`src/rtl/csr_launcher_if.sv`:
```
// Valid/ready write bus between the launcher and the accelerator CSR ports.
interface bus_if #(
  parameter int DATA_WIDTH = 16
);
  logic                  valid;
  logic [DATA_WIDTH-1:0] data;
  logic                  ready;

  modport mst_port (output valid, output data, input ready);
  modport slv_port (input valid, input data, output ready);
endinterface

```
`src/rtl/csr_launcher.sv`:
```
// Sequences one accelerator launch: program vector length and column count, set run,
// wait for the accelerator to go busy and then idle again, clear run, report done/error.
module csr_launcher #(
  parameter int          DATA_WIDTH = 16,
  parameter logic [15:0] TIMEOUT    = 16'd4096
) (
  input  logic       clk,
  input  logic       reset,
  input  logic       cmd_valid,
  output logic       cmd_ready,
  input  logic [7:0] cmd_rows,
  input  logic [7:0] cmd_cols,
  bus_if.mst_port    vec_csr_if,
  bus_if.mst_port    mat_csr_if,
  bus_if.mst_port    csr_if,
  output logic       busy,
  output logic       done,
  output logic       error
);
  typedef enum logic [3:0] {
    S_IDLE, S_WR_ROW, S_GAP0, S_WR_COL, S_GAP1, S_WR_RUN,
    S_WAIT_BUSY, S_WAIT_IDLE, S_GAP2, S_WR_STOP, S_DONE
  } state_t;

  state_t                r_state;
  state_t                w_state_next;
  logic [7:0]            r_rows;
  logic [7:0]            r_cols;
  logic [15:0]           r_wait_cnt;
  logic                  r_fail;
  logic                  r_vec_valid, r_mat_valid, r_csr_valid, r_done, r_error;
  logic [DATA_WIDTH-1:0] r_vec_data, r_mat_data, r_csr_data;
  logic                  w_vec_valid, w_mat_valid, w_csr_valid, w_done, w_error;
  logic [DATA_WIDTH-1:0] w_vec_data, w_mat_data, w_csr_data;
  logic                  w_accept, w_reject, w_timeout, w_wait_last, w_wait_entry;
  logic [7:0]            w_rows_src;

  assign w_accept    = (r_state == S_IDLE) && cmd_valid;
  assign w_reject    = w_accept && ((cmd_rows == 8'd0) || (cmd_cols == 8'd0));
  assign w_wait_last = (r_wait_cnt == TIMEOUT - 16'd1);
  assign w_wait_entry = (w_state_next != r_state) &&
                        ((w_state_next == S_WAIT_BUSY) || (w_state_next == S_WAIT_IDLE));

  always_ff @(posedge clk) begin
    if (reset) begin
      r_state     <= S_IDLE;
      r_rows      <= 8'd0;
      r_cols      <= 8'd0;
      r_wait_cnt  <= 16'd0;
      r_fail      <= 1'b0;
      r_vec_valid <= 1'b0;
      r_mat_valid <= 1'b0;
      r_csr_valid <= 1'b0;
      r_vec_data  <= '0;
      r_mat_data  <= '0;
      r_csr_data  <= '0;
      r_done      <= 1'b0;
      r_error     <= 1'b0;
    end else begin
      r_state <= w_state_next;
      if (w_accept) begin
        r_rows <= cmd_rows;
        r_cols <= cmd_cols;
      end
      if (w_wait_entry)
        r_wait_cnt <= 16'd0;
      else if ((r_state == S_WAIT_BUSY) || (r_state == S_WAIT_IDLE))
        r_wait_cnt <= r_wait_cnt + 16'd1;
      if (r_state == S_DONE)
        r_fail <= 1'b0;
      else if (w_reject || w_timeout)
        r_fail <= 1'b1;
      r_vec_valid <= w_vec_valid;
      r_mat_valid <= w_mat_valid;
      r_csr_valid <= w_csr_valid;
      r_vec_data  <= w_vec_data;
      r_mat_data  <= w_mat_data;
      r_csr_data  <= w_csr_data;
      r_done      <= w_done;
      r_error     <= w_error;
    end
  end

  always_comb begin
    w_state_next = r_state;
    w_timeout    = 1'b0;
    case (r_state)
      S_IDLE:      if (cmd_valid) w_state_next = w_reject ? S_DONE : S_WR_ROW;
      S_WR_ROW:    if (r_vec_valid && vec_csr_if.ready) w_state_next = S_GAP0;
      S_GAP0:      w_state_next = S_WR_COL;
      S_WR_COL:    if (r_mat_valid && mat_csr_if.ready) w_state_next = S_GAP1;
      S_GAP1:      w_state_next = S_WR_RUN;
      S_WR_RUN:    if (r_csr_valid && csr_if.ready) w_state_next = S_WAIT_BUSY;
      S_WAIT_BUSY: begin
        if (!csr_if.ready) begin
          w_state_next = S_WAIT_IDLE;
        end else if (w_wait_last) begin
          w_state_next = S_GAP2;
          w_timeout    = 1'b1;
        end
      end
      S_WAIT_IDLE: begin
        if (csr_if.ready) begin
          w_state_next = S_GAP2;
        end else if (w_wait_last) begin
          w_state_next = S_GAP2;
          w_timeout    = 1'b1;
        end
      end
      S_GAP2:      w_state_next = S_WR_STOP;
      S_WR_STOP:   if (r_csr_valid && csr_if.ready) w_state_next = S_DONE;
      S_DONE:      w_state_next = S_IDLE;
      default:     w_state_next = S_IDLE;
    endcase
  end

  // Bus outputs are registered from the next state, so valid rises on entry to a write state.
  always_comb begin
    w_rows_src  = (r_state == S_IDLE) ? cmd_rows : r_rows;
    w_vec_valid = (w_state_next == S_WR_ROW);
    w_mat_valid = (w_state_next == S_WR_COL);
    w_csr_valid = (w_state_next == S_WR_RUN) || (w_state_next == S_WR_STOP);
    w_vec_data  = w_vec_valid ? DATA_WIDTH'(w_rows_src) : '0;
    w_mat_data  = w_mat_valid ? DATA_WIDTH'(r_cols) : '0;
    w_csr_data  = (w_state_next == S_WR_RUN) ? DATA_WIDTH'(1) : '0;
    w_done      = (w_state_next == S_DONE);
    w_error     = w_done && (r_fail || w_reject);
  end

  assign vec_csr_if.valid = r_vec_valid;
  assign vec_csr_if.data  = r_vec_data;
  assign mat_csr_if.valid = r_mat_valid;
  assign mat_csr_if.data  = r_mat_data;
  assign csr_if.valid     = r_csr_valid;
  assign csr_if.data      = r_csr_data;
  assign cmd_ready        = (r_state == S_IDLE);
  assign busy             = (r_state != S_IDLE);
  assign done             = r_done;
  assign error            = r_error;
endmodule

```
`src/flat_wrapper.sv`:
```
// flat-port wrapper written by rule: the top's interface ports become plain ports
module csr_launcher_flat 
#(
  parameter int          DATA_WIDTH = 16,
  parameter logic [15:0] TIMEOUT    = 16'd4096
)
  (clk, reset, cmd_valid, cmd_ready, cmd_rows, cmd_cols, busy, done, error, vec_csr_if_valid, vec_csr_if_data, vec_csr_if_ready, mat_csr_if_valid, mat_csr_if_data, mat_csr_if_ready, csr_if_valid, csr_if_data, csr_if_ready);
  bus_if #(.DATA_WIDTH(DATA_WIDTH)) vec_csr_if_i ();
  bus_if #(.DATA_WIDTH(DATA_WIDTH)) mat_csr_if_i ();
  bus_if #(.DATA_WIDTH(DATA_WIDTH)) csr_if_i ();
  input  logic clk;
  input  logic reset;
  input  logic cmd_valid;
  output logic cmd_ready;
  input  logic [7:0] cmd_rows;
  input  logic [7:0] cmd_cols;
  output logic busy;
  output logic done;
  output logic error;
  output wire logic [$bits(vec_csr_if_i.valid)-1:0] vec_csr_if_valid;
  output wire logic [$bits(vec_csr_if_i.data)-1:0] vec_csr_if_data;
  input wire logic [$bits(vec_csr_if_i.ready)-1:0] vec_csr_if_ready;
  output wire logic [$bits(mat_csr_if_i.valid)-1:0] mat_csr_if_valid;
  output wire logic [$bits(mat_csr_if_i.data)-1:0] mat_csr_if_data;
  input wire logic [$bits(mat_csr_if_i.ready)-1:0] mat_csr_if_ready;
  output wire logic [$bits(csr_if_i.valid)-1:0] csr_if_valid;
  output wire logic [$bits(csr_if_i.data)-1:0] csr_if_data;
  input wire logic [$bits(csr_if_i.ready)-1:0] csr_if_ready;
  assign vec_csr_if_valid = vec_csr_if_i.valid;
  assign vec_csr_if_data = vec_csr_if_i.data;
  assign vec_csr_if_i.ready = vec_csr_if_ready;
  assign mat_csr_if_valid = mat_csr_if_i.valid;
  assign mat_csr_if_data = mat_csr_if_i.data;
  assign mat_csr_if_i.ready = mat_csr_if_ready;
  assign csr_if_valid = csr_if_i.valid;
  assign csr_if_data = csr_if_i.data;
  assign csr_if_i.ready = csr_if_ready;
  csr_launcher #(.DATA_WIDTH(DATA_WIDTH), .TIMEOUT(TIMEOUT)) u_core (.clk(clk), .reset(reset), .cmd_valid(cmd_valid), .cmd_ready(cmd_ready), .cmd_rows(cmd_rows), .cmd_cols(cmd_cols), .vec_csr_if(vec_csr_if_i), .mat_csr_if(mat_csr_if_i), .csr_if(csr_if_i), .busy(busy), .done(done), .error(error));
endmodule
```
`config.mk`:
```
export PLATFORM = sky130hd
export DESIGN_NAME = csr_launcher_flat
export DESIGN_NICKNAME = d
export VERILOG_FILES = /design/src/rtl/csr_launcher_if.sv /design/src/rtl/csr_launcher.sv /design/src/flat_wrapper.sv
export SDC_FILE = /design/constraint.sdc
export NUM_CORES = 1
export LEC_CHECK = 0
export BUFFER_PORTS_ARGS = -buffer_cell sky130_fd_sc_hd__clkbuf_2
export CORE_UTILIZATION = 45
export DETAILED_ROUTE_END_ITERATION = 10
export GPL_TIMING_DRIVEN = 0
export PLACE_DENSITY = 0.69
export SLEW_MARGIN = 20
export SYNTH_ARGS = -nofsm -noshare
export SYNTH_HDL_FRONTEND = slang
export SYNTH_SLANG_ARGS = --single-unit
```
`constraint.sdc`:
```
create_clock -name clk -period 2.77 [get_ports clk]
set_input_delay 0.277 -clock clk [delete_from_list [all_inputs] [get_ports clk]]
set_output_delay 0.277 -clock clk [all_outputs]
set_load 0.02 [all_outputs]
```
==> flow_summary.yaml <==
outcome:
  status: "completed"
sta:
  min_period_over_period_pct: 84.2
  fin_crit_ns: 2.33
  fin_ws_ns: 0.438
  max_freq_ghz: 0.429
  hold_viol_final: 0
  setup_tns_ns: 0
  skew_ns: 0.00938
  whs_ns: 0.156
  setup_violations: 0
  slew_violations: 0
  slew_headroom_pct: 56.3
  rsz0062_at_grt: "no"
  tightest_slew_ns: 0.655
logic_synthesis:
  synth_seq_cells: 59
  yosys.cell_types.count: 46
  synth_commonest_cells: "dfxtp_1, nand2_1, nor2_1"
  yosysMostFrequentCell: "dfxtp_1"
  ys.flop_type: "dfxtp_1"
  synth-edff-count: 0
  netlist_instances: 327
  synth_top_area_share_pct: 42.9
  synth_warnings: 0
  yosys-top-cells-area: "dfxtp_1, buf_4, nand2_1, nor2_1, a21oi_1"
  synthArstFlopShare_pct: 0
  avgSynthCellArea_sq_um: 8.43
  synth_area_sq_um: 2760
  yosysSeqAreaShare_pct: 42.9
  synth_area_leader_cell: "dfxtp_1"
placement:
  gp_congestion: 0.857
  port_buffers: 44
  dp_hpwl_um: 4260
  pre_cts_ws_ns: 0.445
route:
  vias: 2358
  first_pass_iters: 4
  detail-route-antenna-nets: 0
  drc: 0
  routedWlPerCell_um: 11.7
  finalWirelength_um: 5770
  first_iter_violations: 56
  vias_per_cell: 4.78
finish:
  seq_area_sq_um: 1180
  fill_cells: 573
  diodes: 0
  area_delta_synth_final_pct: 23.2
  fin_util_pct: 57.3
  drive_above_1_share_pct: 24.9
  multiInputGateArea_sq_um: 1390
  fin_nets: 436
power:
  pwr-share-comb_pct: 14.5
  intPower_mw: 1.41
  seq_power_share_pct: 45.6
  swShare_pct: 28.4
  peakVddDrop_mv: 0.465
  p_per_area_nw_per_um2: 579
  p_leak_nw: 1.52
  p_clk_share_pct: 39.9
  p_switching_mw: 0.558
floorplanning:
  die-area_sq_um: 6440
  initial_core_util_pct: 46.5
  ios: 77
  dieHeight_um: 80.2
  coreArea_sq_um: 5920
  die_w_um: 80.2
  std_cell_rows: 28
cts:
  root_buffer: "clkbuf_8"
  cts_tree: "yes"
  ctsLongestPathBuffers: 2
  ctsResizeCount: 0
  cts_made_buffers: 9
  insertion_delay_ns: 0.34
  clkSlewWorstSetupHoldPaths_ns: 0.07
  cts.sinks: 59
  cts_hold_buffers: 0
  htree_levels: 3
  post_cts_buffers: 0
worst_setup_path:
  reg2reg_from: "u_core.r_state[2]"
  required_ns: 3.00
  reg2reg_depth: 6
  setup.worst_path.start_class: "register"
  endpoint: "u_core.vec_csr_if.data[6]"
  rr_endpoint: "u_core.vec_csr_if.data[6]"
  arrival_ns: 2.56
  crit_start: "u_core.r_state[2]"
  worstSetupEndpointType: "register"
  crit_type: "reg2reg"
  reg2reg_slack_ns: 0.44
  crit_fanout: 10
flow_run:
  cap_violations: 0
global_route:
  grt_pass1_wl_um: 9470
  gr-total-overflow: 0
  antenna_found_initial: 0
  grt_usage_pct: 19.2
  grt_pass1_vias: 2132
  grt_max_degree: 13
min_path:
  hold_path.class: "in2reg"
==> per-stage QoR <==
| step | instances | total power [mW] | cell area (sq um) |
|---|---|---|---|
| 2_1_floorplan | 357 | 1.13 | 2870 |
| 3_3_place_gp | 476 | 1.19 | 3180 |
| 3_5_place_dp | 477 | 1.20 | 3190 |
| 4_1_cts | 493 | 1.99 | 3390 |
| 5_1_grt | 493 | 2.06 | 3390 |
| 6_report | 493 | 1.96 | 3390 |
==> worst min path at each step <==
stage	startpoint	to	slack, ns	cells past startpoint
2_1_floorplan	u_core.r_cols[0]	u_core.mat_csr_if.data[0]	0.41	2
5_1_grt	cmd_cols[2]	u_core.r_cols[2]	0.17	3
6_report	cmd_cols[7]	u_core.r_cols[7]	0.16	3
4_1_cts	cmd_cols[7]	u_core.r_cols[7]	0.14	3
3_5_place_dp	u_core.r_cols[3]	u_core.mat_csr_if.data[3]	0.42	2
3_3_place_gp	u_core.r_cols[5]	u_core.mat_csr_if.data[5]	0.42	2
==> layer usage <==
metal / global-route usage (%) / part of all wire, %
met5: 0 / 0
met4: 7.32 / 1.1
met3: 6.70 / 5.2
met2: 32.8 / 50
met1: 21.9 / 44
==> worst max-delay path, stage by stage, from the launching register on <==
cell,delay (ns)
dfxtp_1,0.35
nor4_1,0.43
nand2_1,0.30
o32ai_1,0.44
o31ai_1,0.14
buf_2,0.21
nor4_1,0.36
==> flip-flops by register name, summed over array words and instances (netlist names) <==
| signal | count |
|---|---|
| u_core.r_rows | 8 |
| u_core.mat_csr_if.data | 8 |
| u_core.csr_if.data | 1 |
| u_core.mat_csr_if.valid | 1 |
| u_core.r_wait_cnt | 16 |
| u_core.csr_if.valid | 1 |
| u_core.error | 1 |
| u_core.r_fail | 1 |
| u_core.done | 1 |
| u_core.vec_csr_if.valid | 1 |
| u_core.vec_csr_if.data | 8 |
| u_core.r_cols | 8 |
| u_core.r_state | 4 |
==> cell usage in the layout (no fill, tap or decap), types with 4 or more instances in the layout <==
cell	Yosys	layout
and3_1	5	5
nor4_1	9	9
nor2_1	40	40
xor2_1	11	11
a21oi_1	21	21
buf_4	31	31
dfxtp_1	59	59
nand2_1	55	55
or4_1	5	5
mux2i_1	8	8
xnor2_1	5	5
conb_1	1	31
clkbuf_8	0	9
o21ai_0	4	4
clkbuf_1	13	13
clkbuf_2	0	44
nand3_1	6	6
nand4_1	6	6
==> power by group through the flow <==
stage	combinational, mW	clock, mW	sequential [mW]
after global placement	0.279	0	0.914
after global routing	0.312	0.846	0.900
after CTS	0.285	0.806	0.896
after floorplan	0.198	0	0.929
after detailed placement	0.284	0	0.916
final	0.285	0.783	0.897
==> final cells by class <==
cell class,count,area share [%]
tap,75,2.76
buffer,48,8.81
sequential,59,34.8
multi-input combinational,248,40.9
clock buffer,9,3.65
clock inverter,7,2.25
inverter,2,0.221
timing repair buffer,45,6.63
==> cells by family (layout without fill, tap and decap cells) <==
| family | count (synthesis) | after routing | synth area share, % |
|---|---|---|---|
| simple gates | 152 | 152 | 28.4 |
| flops | 59 | 59 | 42.9 |
| buf+inv | 50 | 111 | 11.1 |
| compound gates | 40 | 40 | 9.04 |
| xor+xnor | 16 | 16 | 5.09 |
| mux | 8 | 8 | 2.91 |
| fa+ha+maj | 1 | 1 | 0.454 |
| other cells | 1 | 31 | 0.136 |
No activity file was read; power rests on OpenSTA's default activity.
